===== src/rtl/score_bcd_keeper.sv =====
// Binary score to packed BCD via an iterative double-dabble engine, plus a high-score latch.
// Latency: WIDTH+1 edges from capture (IDLE sees size != conv_src) to score_bcd update.
// Backpressure: none; size changes during a conversion are picked up on the return to IDLE.
//
// Optional feature macro: SCORE_HIGH_SCORE_EN compiles in the high-score latch
// (go/pending/high_bin/high_bcd). When undefined, high_bcd is tied to 0 and iGameover is unused.
//
// Ports:
//   iClock       system clock, single domain
//   iReset       synchronous active-high reset
//   size         live binary score (WIDTH bits)
//   iGameover    level, high while the game is over
//   score_bcd    packed BCD of the last fully converted size, digit 0 in [3:0]
//   high_bcd     packed BCD of the high score
//   busy         high while a conversion is in flight (SHIFT or DONE)
//   score_valid  one-cycle pulse when score_bcd has just been updated
module score_bcd_keeper #(
    parameter int WIDTH  = 12,
    parameter int DIGITS = 4
) (
    input  logic                  iClock,
    input  logic                  iReset,
    input  logic [WIDTH-1:0]      size,
    input  logic                  iGameover,
    output logic [4*DIGITS-1:0]   score_bcd,
    output logic [4*DIGITS-1:0]   high_bcd,
    output logic                  busy,
    output logic                  score_valid
);

    localparam int BW = 4 * DIGITS;
    localparam int SW = WIDTH + BW;
    localparam int CW = $clog2(WIDTH + 1);

    typedef enum logic [1:0] {
        S_IDLE  = 2'd0,
        S_SHIFT = 2'd1,
        S_DONE  = 2'd2
    } state_t;

    state_t          state_q, state_d;
    logic [WIDTH-1:0] conv_src_q, conv_src_d;
    logic [SW-1:0]   sh_q, sh_d;
    logic [SW-1:0]   adj;
    logic [CW-1:0]   cnt_q, cnt_d;
    logic [BW-1:0]   score_q, score_d;
    logic            valid_q, valid_d;

    // Add-3 correction on every BCD nibble that is 5 or more, ahead of the shift.
    always_comb begin
        adj = sh_q;
        for (int i = 0; i < DIGITS; i++) begin
            if (sh_q[WIDTH + 4*i +: 4] >= 4'd5) begin
                adj[WIDTH + 4*i +: 4] = sh_q[WIDTH + 4*i +: 4] + 4'd3;
            end
        end
    end

    always_comb begin
        state_d    = state_q;
        conv_src_d = conv_src_q;
        sh_d       = sh_q;
        cnt_d      = cnt_q;
        score_d    = score_q;
        valid_d    = 1'b0;
        case (state_q)
            S_IDLE: begin
                if (size != conv_src_q) begin
                    sh_d       = {{BW{1'b0}}, size};
                    conv_src_d = size;
                    cnt_d      = '0;
                    state_d    = S_SHIFT;
                end
            end
            S_SHIFT: begin
                sh_d  = adj << 1;
                cnt_d = cnt_q + CW'(1);
                // The count value WIDTH-1 marks the WIDTH-th shift.
                if (cnt_q == CW'(WIDTH - 1)) begin
                    state_d = S_DONE;
                end
            end
            S_DONE: begin
                score_d = sh_q[SW-1 -: BW];
                valid_d = 1'b1;
                state_d = S_IDLE;
            end
            default: begin
                state_d = S_IDLE;
            end
        endcase
    end

    always_ff @(posedge iClock) begin
        if (iReset) begin
            state_q    <= S_IDLE;
            conv_src_q <= '0;
            sh_q       <= '0;
            cnt_q      <= '0;
            score_q    <= '0;
            valid_q    <= 1'b0;
        end else begin
            state_q    <= state_d;
            conv_src_q <= conv_src_d;
            sh_q       <= sh_d;
            cnt_q      <= cnt_d;
            score_q    <= score_d;
            valid_q    <= valid_d;
        end
    end

    assign busy        = (state_q != S_IDLE);
    assign score_bcd   = score_q;
    assign score_valid = valid_q;

`ifdef SCORE_HIGH_SCORE_EN
    logic             go_q;
    logic             pend_q;
    logic             commit;
    logic [WIDTH-1:0] high_bin_q;
    logic [BW-1:0]    high_bcd_q;

    // Commit only once the converter has settled on the current size, so
    // score_bcd is known to be the BCD image of conv_src.
    assign commit = pend_q && (state_q == S_IDLE) && (size == conv_src_q);

    always_ff @(posedge iClock) begin
        if (iReset) begin
            go_q       <= 1'b0;
            pend_q     <= 1'b0;
            high_bin_q <= '0;
            high_bcd_q <= '0;
        end else begin
            go_q <= iGameover;
            if (commit) begin
                // A game-over rise landing on the commit edge is absorbed.
                pend_q <= 1'b0;
                if (conv_src_q > high_bin_q) begin
                    high_bin_q <= conv_src_q;
                    high_bcd_q <= score_q;
                end
            end else if (iGameover && !go_q) begin
                pend_q <= 1'b1;
            end
        end
    end

    assign high_bcd = high_bcd_q;
`else
    logic unused_gameover;
    assign unused_gameover = iGameover;
    assign high_bcd        = '0;
`endif

endmodule


===== config.mk =====
export PLATFORM = sky130hd
export DESIGN_NAME = score_bcd_keeper
export DESIGN_NICKNAME = d
export VERILOG_FILES = /design/src/rtl/score_bcd_keeper.sv
export SDC_FILE = /design/constraint.sdc
export NUM_CORES = 1
export LEC_CHECK = 0
export CORE_MARGIN = 2
export CORE_UTILIZATION = 25
export CTS_BUF_LIST = sky130_fd_sc_hd__clkbuf_16
export DETAILED_ROUTE_END_ITERATION = 12
export HOLD_SLACK_MARGIN = 0.06
export SETUP_SLACK_MARGIN = 0.05
export SLEW_MARGIN = 20
export SYNTH_ARGS = -nofsm -noshare
export SYNTH_HDL_FRONTEND = slang
export SYNTH_SLANG_ARGS = --single-unit

===== constraint.sdc =====
create_clock -name iClock -period 1.72 [get_ports iClock]
set_clock_uncertainty 0.2 [all_clocks]
set_input_delay 0.258 -clock iClock [delete_from_list [all_inputs] [get_ports iClock]]
set_output_delay 0.258 -clock iClock [all_outputs]
set_load 0.02 [all_outputs]

Yosys cells after proc, flatten, opt, wreduce, memory -nomap -nowiden --
Cells that the tools add are included.
Storage, ports and cells: bits in registers 63, bits in latches 0, RAM bits 0, ROM bits 0, input port bits 15, word-level logic and storage cells 39, memories 0
Cells by class: add/subtract/negate cells 5, multipliers 0, div/mod/pow operators 0, order comparisons 4, eq/ne operators 6, shift-type cells 0, mux-type cells 12, bitwise operators 0, reductions and logical operators 6
Operator list (count):
- $pmux W28 S2 | 1
- $mux W28 | 1
- $ge A4 B3 Y1 const B | 4
- $mux W4 | 4
- $add A4 B2 Y4 const B | 3
- $ne A12 B12 Y1 | 1
- $pmux W4 S2 | 1
- $reduce_and A2 Y1 | 3
- $add A4 B1 Y4 const B | 1
- $eq A4 B4 Y1 const B | 1
- $mux W2 | 2
- $ne A2 B2 Y1 const B | 2
- $pmux W2 S2 | 1
- $reduce_bool A2 Y1 | 2
- $add A3 B2 Y3 const B | 1
- $mux W3 | 1
- $eq A2 B1 Y1 const B | 1
- $eq A2 B2 Y1 const B | 1
- $logic_not A2 Y1 | 1
- $mux W1 | 1

Longest topological paths before layout --
Gate-level depths: netlist of the first run.
word-level depth 3, depth in mapped cells 7, mapped depth without buffers 7

Worst setup path before layout of the first run --
No wires, ideal clock.
path type flip-flop to flip-flop, start point register conv_src_q[5], end point register sh_q[1], library setup time 0.119 ns, arrival time 1.443 ns, data required time 1.401 ns, setup slack -0.042 ns, stages on the path, launching flop included 6, path buffers 1, clock period less this slack 1.762 ns, cells stage by stage dfxtp_1 xnor2_1 nand4_1 o41a_1 buf_6 o221a_2
Between the ends: longest elaborated chain between the ends 3
RTL lines:
- start, declared | line 42 | logic [WIDTH-1:0] conv_src_q, conv_src_d;
- start signal, assigned | line 104 | conv_src_q <= conv_src_d;
- $ne A12 B12 Y1 | line 68 | if (size != conv_src_q) begin
- $ne A2 B2 Y1 (no line)
- $reduce_and A2 Y1 (no line)
- end signal, assigned | line 98 | sh_q <= '0;
- end signal, assigned | line 105 | sh_q <= sh_d;
- end, declared | line 43 | logic [SW-1:0] sh_q, sh_d;
No other way between the ends. A chain may end at the register's enable or synchronous reset.

Worst setup path in the final report of the first run --
start point register conv_src_q[7], end point register sh_q[6]
The elaborated chain is that of the path after synthesis.

==> results.yml, run 1 <==
route:
  vias: 2577
  drc: 0
  final_antenna_net_count: 0
  first_pass_iters: 4
  totalWireLength_mm: 7.61
  drtIter0Drc: 118
  routedWlPerCell_um: 13.7
  vias_per_cell: 4.64
sta:
  grt_setup_unrepaired: "yes"
  fmax_ghz: 0.509
  fin_crit_ps: 1960
  slew_violations: 0
  finalHoldViolCount: 0
  fin_crit_sh: 1.14
  setup_slack_ps: -244
  setup_viol: 45
  fin_hold_ws_ps: 246
synth:
  synthCells: 345
  synth_seq_area_share: 0.415
  yosys_register_bits: 63
  postSynthAreaPerCell_sq_um: 8.81
  synth_area_leaders: "dfxtp_1 41%, a21oi_1 6.6%, o32ai_2 5.9%"
  async_flop_share: 0
  yosysWarnings: 0
  syn_area_sq_um: 3040
  synth_top_area_cell: "dfxtp_1"
  ys_types: 34
  synth_top_area_frac: 0.415
  synth_edf_count: 0
  ys.flop_type: "dfxtp_1"
cts:
  cts_sinks: 63
  insertion_delay_ps: 330
  cts_buffers: 9
  clk_pin_slew_ps: 60
  cts_root_buffer: "clkbuf_16"
  clk_path_buf_depth: 2
  htreeDepth: 3
  cts_hold_buf: 0
  tritoncts: "built"
power:
  comb_power_share: 0.099
  p_leak_nw: 1.65
  switching_share: 0.231
  p_seq_frac: 0.383
  clock_power_share: 0.518
  fin_total_pwr_mw: 4.05
  internal-power_mw: 3.11
  switchingPower_mw: 0.935
  p_per_area_nw_per_um2: 945
  ir_drop_mv: 0.726
floorplanning:
  die_x_um: 114
  fp-row-count: 40
  fp.coreArea_sq_um: 12000
  io_pins: 49
  start_util: 0.254
  die_area_sq_um: 13100
  die_h_um: 114
cells_and_area:
  num-nets-final: 427
  fill_cells: 1185
  instances_no_fill: 555
  n_antenna_cell: 0
  syn_to_final_growth_pct: 40.8
  drive_gt1_frac: 0.287
setup_path:
  cp-start-kind: "flip-flop"
  timing.rr.end: "sh_q[6]$_SDFFE_PP0P_"
  crit_path_cell_trace: "xnor2_2 -> nand4_1 -> o41a_1 -> clkbuf_16 -> o221a_4"
  crit_arrival_ps: 1990
  rr_worst_depth: 5
  reg2reg_slack_ps: -240
  critPathLaunch: "conv_src_q[7]$_SDFFE_PP0P_"
  r2r_start: "conv_src_q[7]$_SDFFE_PP0P_"
  crit_type: "flip-flop to flip-flop"
  endpoint_kind: "flip-flop"
  max_stage_delay_ps: 560
  required_ps: 1740
  worst-path-buf-inv: 1
  cp_top_family: "compound AO/OA/AOI/OAI gates"
  crit_path_max_fanout: 8
  crit_slowest_cell: "o41a_1"
worst_hold_path:
  worstHoldStart: "iReset"
  hold_path.class: "input port to flip-flop"
  whs_endpoint: "conv_src_q[1]$_SDFFE_PP0P_"
  whs_path_depth: 3
grt:
  grt_pass1_vias: 2647
  grt_pass1_wl_mm: 12.8
  antenna_found_initial: 0
  grt_max_degree: 37
  grt_usage: 0.126
  grt-ovfl-total: 0
place:
  port-buffer-count: 31
  dp_cells: 531
  hpwl_mm: 4.94
  gp_congestion: 0.780
run_status:
  violations: "negative setup slack"
  status: "complete, but fails checks"
run:
  cap_violations: 0
-- layout by cell type, fill, tap and decap left out, types with 6 or more instances in the layout --
master / instances
nand2b_1: 7
a21oi_2: 7
nand3_2: 6
buf_4: 28
o221a_4: 8
o32ai_2: 10
inv_1: 15
conb_1: 16
o21ai_1: 7
dfxtp_2: 11
a21oi_1: 33
ha_1: 9
nand2_1: 40
nor2_1: 33
dfxtp_1: 52
dlygate4sd2_1: 29
o21ai_0: 9
xnor2_1: 15
clkbuf_16: 10
-- cell families (layout without fill, tap and decap cells) --
kind of cell / Yosys count / in the layout / synth area share
simple gates: 109 / 109 / 0.162
xor+xnor: 20 / 20 / 0.0576
mux: 1 / 1 / 0.00329
other cells: 1 / 16 / 0.00123
buf+inv: 51 / 99 / 0.0922
compound gates: 91 / 91 / 0.232
fa+ha+maj: 9 / 9 / 0.0370
flops: 63 / 63 / 0.415
-- worst max-delay path by stage --
| stage | cells past startpoint | slack (ps) | to |
|---|---|---|---|
| after floorplan | 5 | -6 | sh_q[10]$_SDFFE_PP0P_ |
| after global placement | 7 | -560 | cnt_q[1]$_SDFFE_PP0P_ |
| after detailed placement | 7 | -580 | sh_q[0]$_SDFFE_PP0P_ |
| final | 5 | -240 | sh_q[6]$_SDFFE_PP0P_ |
| after global routing | 7 | -310 | conv_src_q[0]$_SDFFE_PP0P_ |
| after CTS | 8 | -220 | sh_q[11]$_SDFFE_PP0P_ |
-- layer usage --
metal,vias to the layer above,track usage,share of wire
met2,54,0.208,0.48
met5,-,0,0
met4,0,0.0545,0.022
li1,1288,-,-
met3,14,0.0371,0.047
met1,1221,0.154,0.45
-- synthesized netlist by cell type, types with 4 or more instances --
cell type and instances:
nand2_1 41, o221a_2 8, o32ai_2 11, dfxtp_1 63
a211oi_2 5, nand4_1 4, buf_4 17, nand3_1 11
inv_1 15, a21oi_1 40, clkbuf_1 13, o21ai_0 16
a31oi_1 4, nor2_1 34, xnor2_1 20, ha_1 9
nand2b_1 8
-- metrics by stage --
| step | setup slack [ps] | TNS, ps | instance area [sq um] | util |
|---|---|---|---|---|
| floorplan | -6.23 | -49.8 | 3170 | - |
| global placement | -556 | -21770 | 3690 | 0.308 |
| detailed placement | -584 | -23020 | 3690 | 0.308 |
| CTS | -217 | -6580 | 4260 | 0.356 |
| global route | -305 | -11010 | 4280 | 0.358 |
| finish | -244 | -8260 | 4280 | 0.358 |
-- flip-flops by register name (all words and copies together), names as in the netlist --
register,count
sh_q,28
conv_src_q,12
score_bcd,16
state_q,2
cnt_q,4
score_valid,1
-- worst register-to-register path, stage by stage (launching register included) --
cell and delay [ps]:
dfxtp_2 330, xnor2_2 150, nand4_1 170, o41a_1 560, clkbuf_16 230, o221a_4 210
-- power groups by stage --
stage | clock (mW) | combinational (mW) | sequential [mW]
after CTS | 2.14 | 0.396 | 1.55
after global placement | 0 | 0.349 | 1.57
final | 2.10 | 0.401 | 1.55
after global routing | 2.22 | 0.438 | 1.56
after floorplan | 0 | 0.256 | 1.57
after detailed placement | 0 | 0.357 | 1.57
-- timing repair --
item,4_1_cts,5_1_grt
endpoints found under the hold margin,0,0
gates cloned,4,0
resized for setup,63,29
endpoints found under the setup margin,63,46
pin swaps,16,13
buffers inserted,6,2
-- layout make-up --
type / instances / area (sq um) / area share
Sequential cell: 63 / 1270 / 0.298
Tap cell: 147 / 184 / 0.0430
Clock buffer: 9 / 225 / 0.0526
Clock inverter: 7 / 120 / 0.0281
Inverter: 15 / 56.3 / 0.0132
Multi-Input combinational cell: 246 / 1790 / 0.419
Timing Repair Buffer: 68 / 628 / 0.147
(Power assumes the default switching activity.)
==> inputs of run 2 (changes only) <==
- CORE_MARGIN: 2 -> default
==> run 2 against run 1 <==
- the run ends with design-rule violations, negative setup slack left
- fmax rose by 0.48%
- non-clock buffer count rose by 6
- global-route usage fell by 0.22 points
- core utilization rose by 1.8 points
- via count rose by 0.78%
- hold slack got worse by 160 ps
- clock power fell by 19%
==> results.yml, run 2 (synthesis gave the netlist of run 1 again) <==
cells_and_area:
  num-nets-final: 433
  largest_reg_flops: 28
  fin_util: 0.376
  n_antenna_cell: 0
  fill_cells: 1136
  syn_to_final_growth_pct: 43.6
  top_register: "sh_q"
  drive_gt1_frac: 0.314
  mostFrequentLayoutCells: "55 x dfxtp_1, 40 x nand2_1, 32 x nor2_1, 30 x buf_4, 29 x dlygate4sd2_1"
  final_common_cell: "dfxtp_1"
  instances_no_fill: 557
sta:
  finalHoldViolCount: 0
  grt_setup_unrepaired: "yes"
  setup_viol: 45
  fin_crit_ps: 1950
  slew_violations: 0
  fin_hold_ws_ps: 86.7
  fmax_ghz: 0.512
  setup_slack_ps: -234
  fin_crit_sh: 1.14
grt:
  grt_pass1_vias: 2516
  antenna_found_initial: 0
  grt_pass1_wl_mm: 12.3
  grt-ovfl-total: 0
  grt_max_degree: 34
  grt_usage: 0.124
floorplanning:
  fp-row-count: 39
  die_h_um: 112
  die_area_sq_um: 12600
  start_util: 0.262
  fp.coreArea_sq_um: 11600
  die_x_um: 112
  io_pins: 49
setup_path:
  crit_arrival_ps: 1960
  cp_top_family: "compound AO/OA/AOI/OAI gates"
  worst-path-buf-inv: 2
  reg2reg_slack_ps: -230
  crit_slowest_cell: "o41a_1"
  rr_worst_depth: 6
  r2r_start: "conv_src_q[9]$_SDFFE_PP0P_"
  crit_type: "flip-flop to flip-flop"
  cp-start-kind: "flip-flop"
  max_stage_delay_ps: 520
  endpoint_kind: "flip-flop"
  crit_path_cell_trace: "xnor2_2 -> nand4_1 -> o41a_1 -> buf_6 -> buf_16 -> o221a_1"
  required_ps: 1730
  timing.rr.end: "sh_q[7]$_SDFFE_PP0P_"
  crit_path_max_fanout: 8
run_status:
  violations: "design-rule violations, negative setup slack"
  status: "complete, but fails checks"
route:
  vias_per_cell: 4.66
  drc: 4
  first_pass_iters: 8
  routedWlPerCell_um: 13.8
  final_antenna_net_count: 0
  totalWireLength_mm: 7.68
  drtIter0Drc: 95
  vias: 2597
place:
  pre_cts_ws_ps: -616
  dp_cells: 530
  hpwl_mm: 4.79
  port-buffer-count: 31
  gp_congestion: 0.723
power:
  comb_power_share: 0.115
  switching_share: 0.240
  fin_total_pwr_mw: 3.69
  p_per_area_nw_per_um2: 846
  p_seq_frac: 0.421
  ir_drop_mv: 0.438
  p_leak_nw: 1.69
  internal-power_mw: 2.80
  switchingPower_mw: 0.888
  clock_power_share: 0.464
cts:
  htreeDepth: 3
  clk_path_buf_depth: 2
  tritoncts: "built"
  cts_root_buffer: "clkbuf_16"
  insertion_delay_ps: 320
  clk_pin_slew_ps: 60
  cts_sinks: 63
  cts_buffers: 9
worst_hold_path:
  worstHoldStart: "iReset"
  whs_endpoint: "state_q[1]$_SDFFE_PP0P_"
  whs_path_depth: 3
  hold_path.class: "input port to flip-flop"
run:
  cap_violations: 0
==> run 2: cell count changes in the layout (fill, tap and decap cells not counted), sizes merged <==
cell / change
buf: +7
clkinv: +3
bufinv: -2
clkbuf: -1
clkinvlp: -1
==> run 2: final cells by class <==
class,instances,area (sq um),area share
Multi-Input combinational cell,246,1870,0.428
Sequential cell,63,1270,0.291
Timing Repair Buffer,74,711,0.163
Clock buffer,9,225,0.0516
Tap cell,143,179,0.0410
Inverter,15,56.3,0.0129
Clock inverter,7,55.1,0.0126
==> run 2: timing repair <==
item,4_1_cts,5_1_grt
pin swaps,16,27
setup buffers,9,2
gates resized for setup,65,45
endpoints found under the setup margin,63,46
hold buffers,0,0
cloned,5,0
==> run 2: metal layers <==
metal	wire (um)	track usage
met1	3450	0.154
met4	87	0.0489
met3	307	0.0340
met5	0	0
met2	3840	0.205
==> run 2: per-stage QoR <==
| stage | cell area [sq um] | TNS, ps |
|---|---|---|
| floorplan | 3170 | -49.8 |
| global placement | 3690 | -23360 |
| detailed placement | 3690 | -24810 |
| CTS | 4270 | -8180 |
| global route | 4370 | -10660 |
| finish | 4370 | -8200 |
==> run 2: how the worst max path moves through the flow <==
stage	start	slack (ps)	endpoint	cells past startpoint
after global routing	conv_src_q[9]$_SDFFE_PP0P_	-300	sh_q[7]$_SDFFE_PP0P_	6
after CTS	conv_src_q[3]$_SDFFE_PP0P_	-260	sh_q[9]$_SDFFE_PP0P_	8
after global placement	size[3]	-610	cnt_q[1]$_SDFFE_PP0P_	7
after floorplan	conv_src_q[3]$_SDFFE_PP0P_	-6	sh_q[10]$_SDFFE_PP0P_	5
after detailed placement	size[3]	-620	sh_q[11]$_SDFFE_PP0P_	8
final	conv_src_q[9]$_SDFFE_PP0P_	-230	sh_q[7]$_SDFFE_PP0P_	6
==> run 2: worst min-delay path: stages <==
cell and delay, ps:
buf_2 100, or3_1 150, nor2_1 50
==> run 2: power by group through the flow <==
| stage | logic, mW | clock network, mW | registers [mW] |
|---|---|---|---|
| 6_report | 0.426 | 1.71 | 1.55 |
| 3_3_place_gp | 0.352 | 0 | 1.57 |
| 3_5_place_dp | 0.358 | 0 | 1.57 |
| 5_1_grt | 0.459 | 1.83 | 1.56 |
| 2_1_floorplan | 0.256 | 0 | 1.57 |
| 4_1_cts | 0.407 | 1.75 | 1.55 |
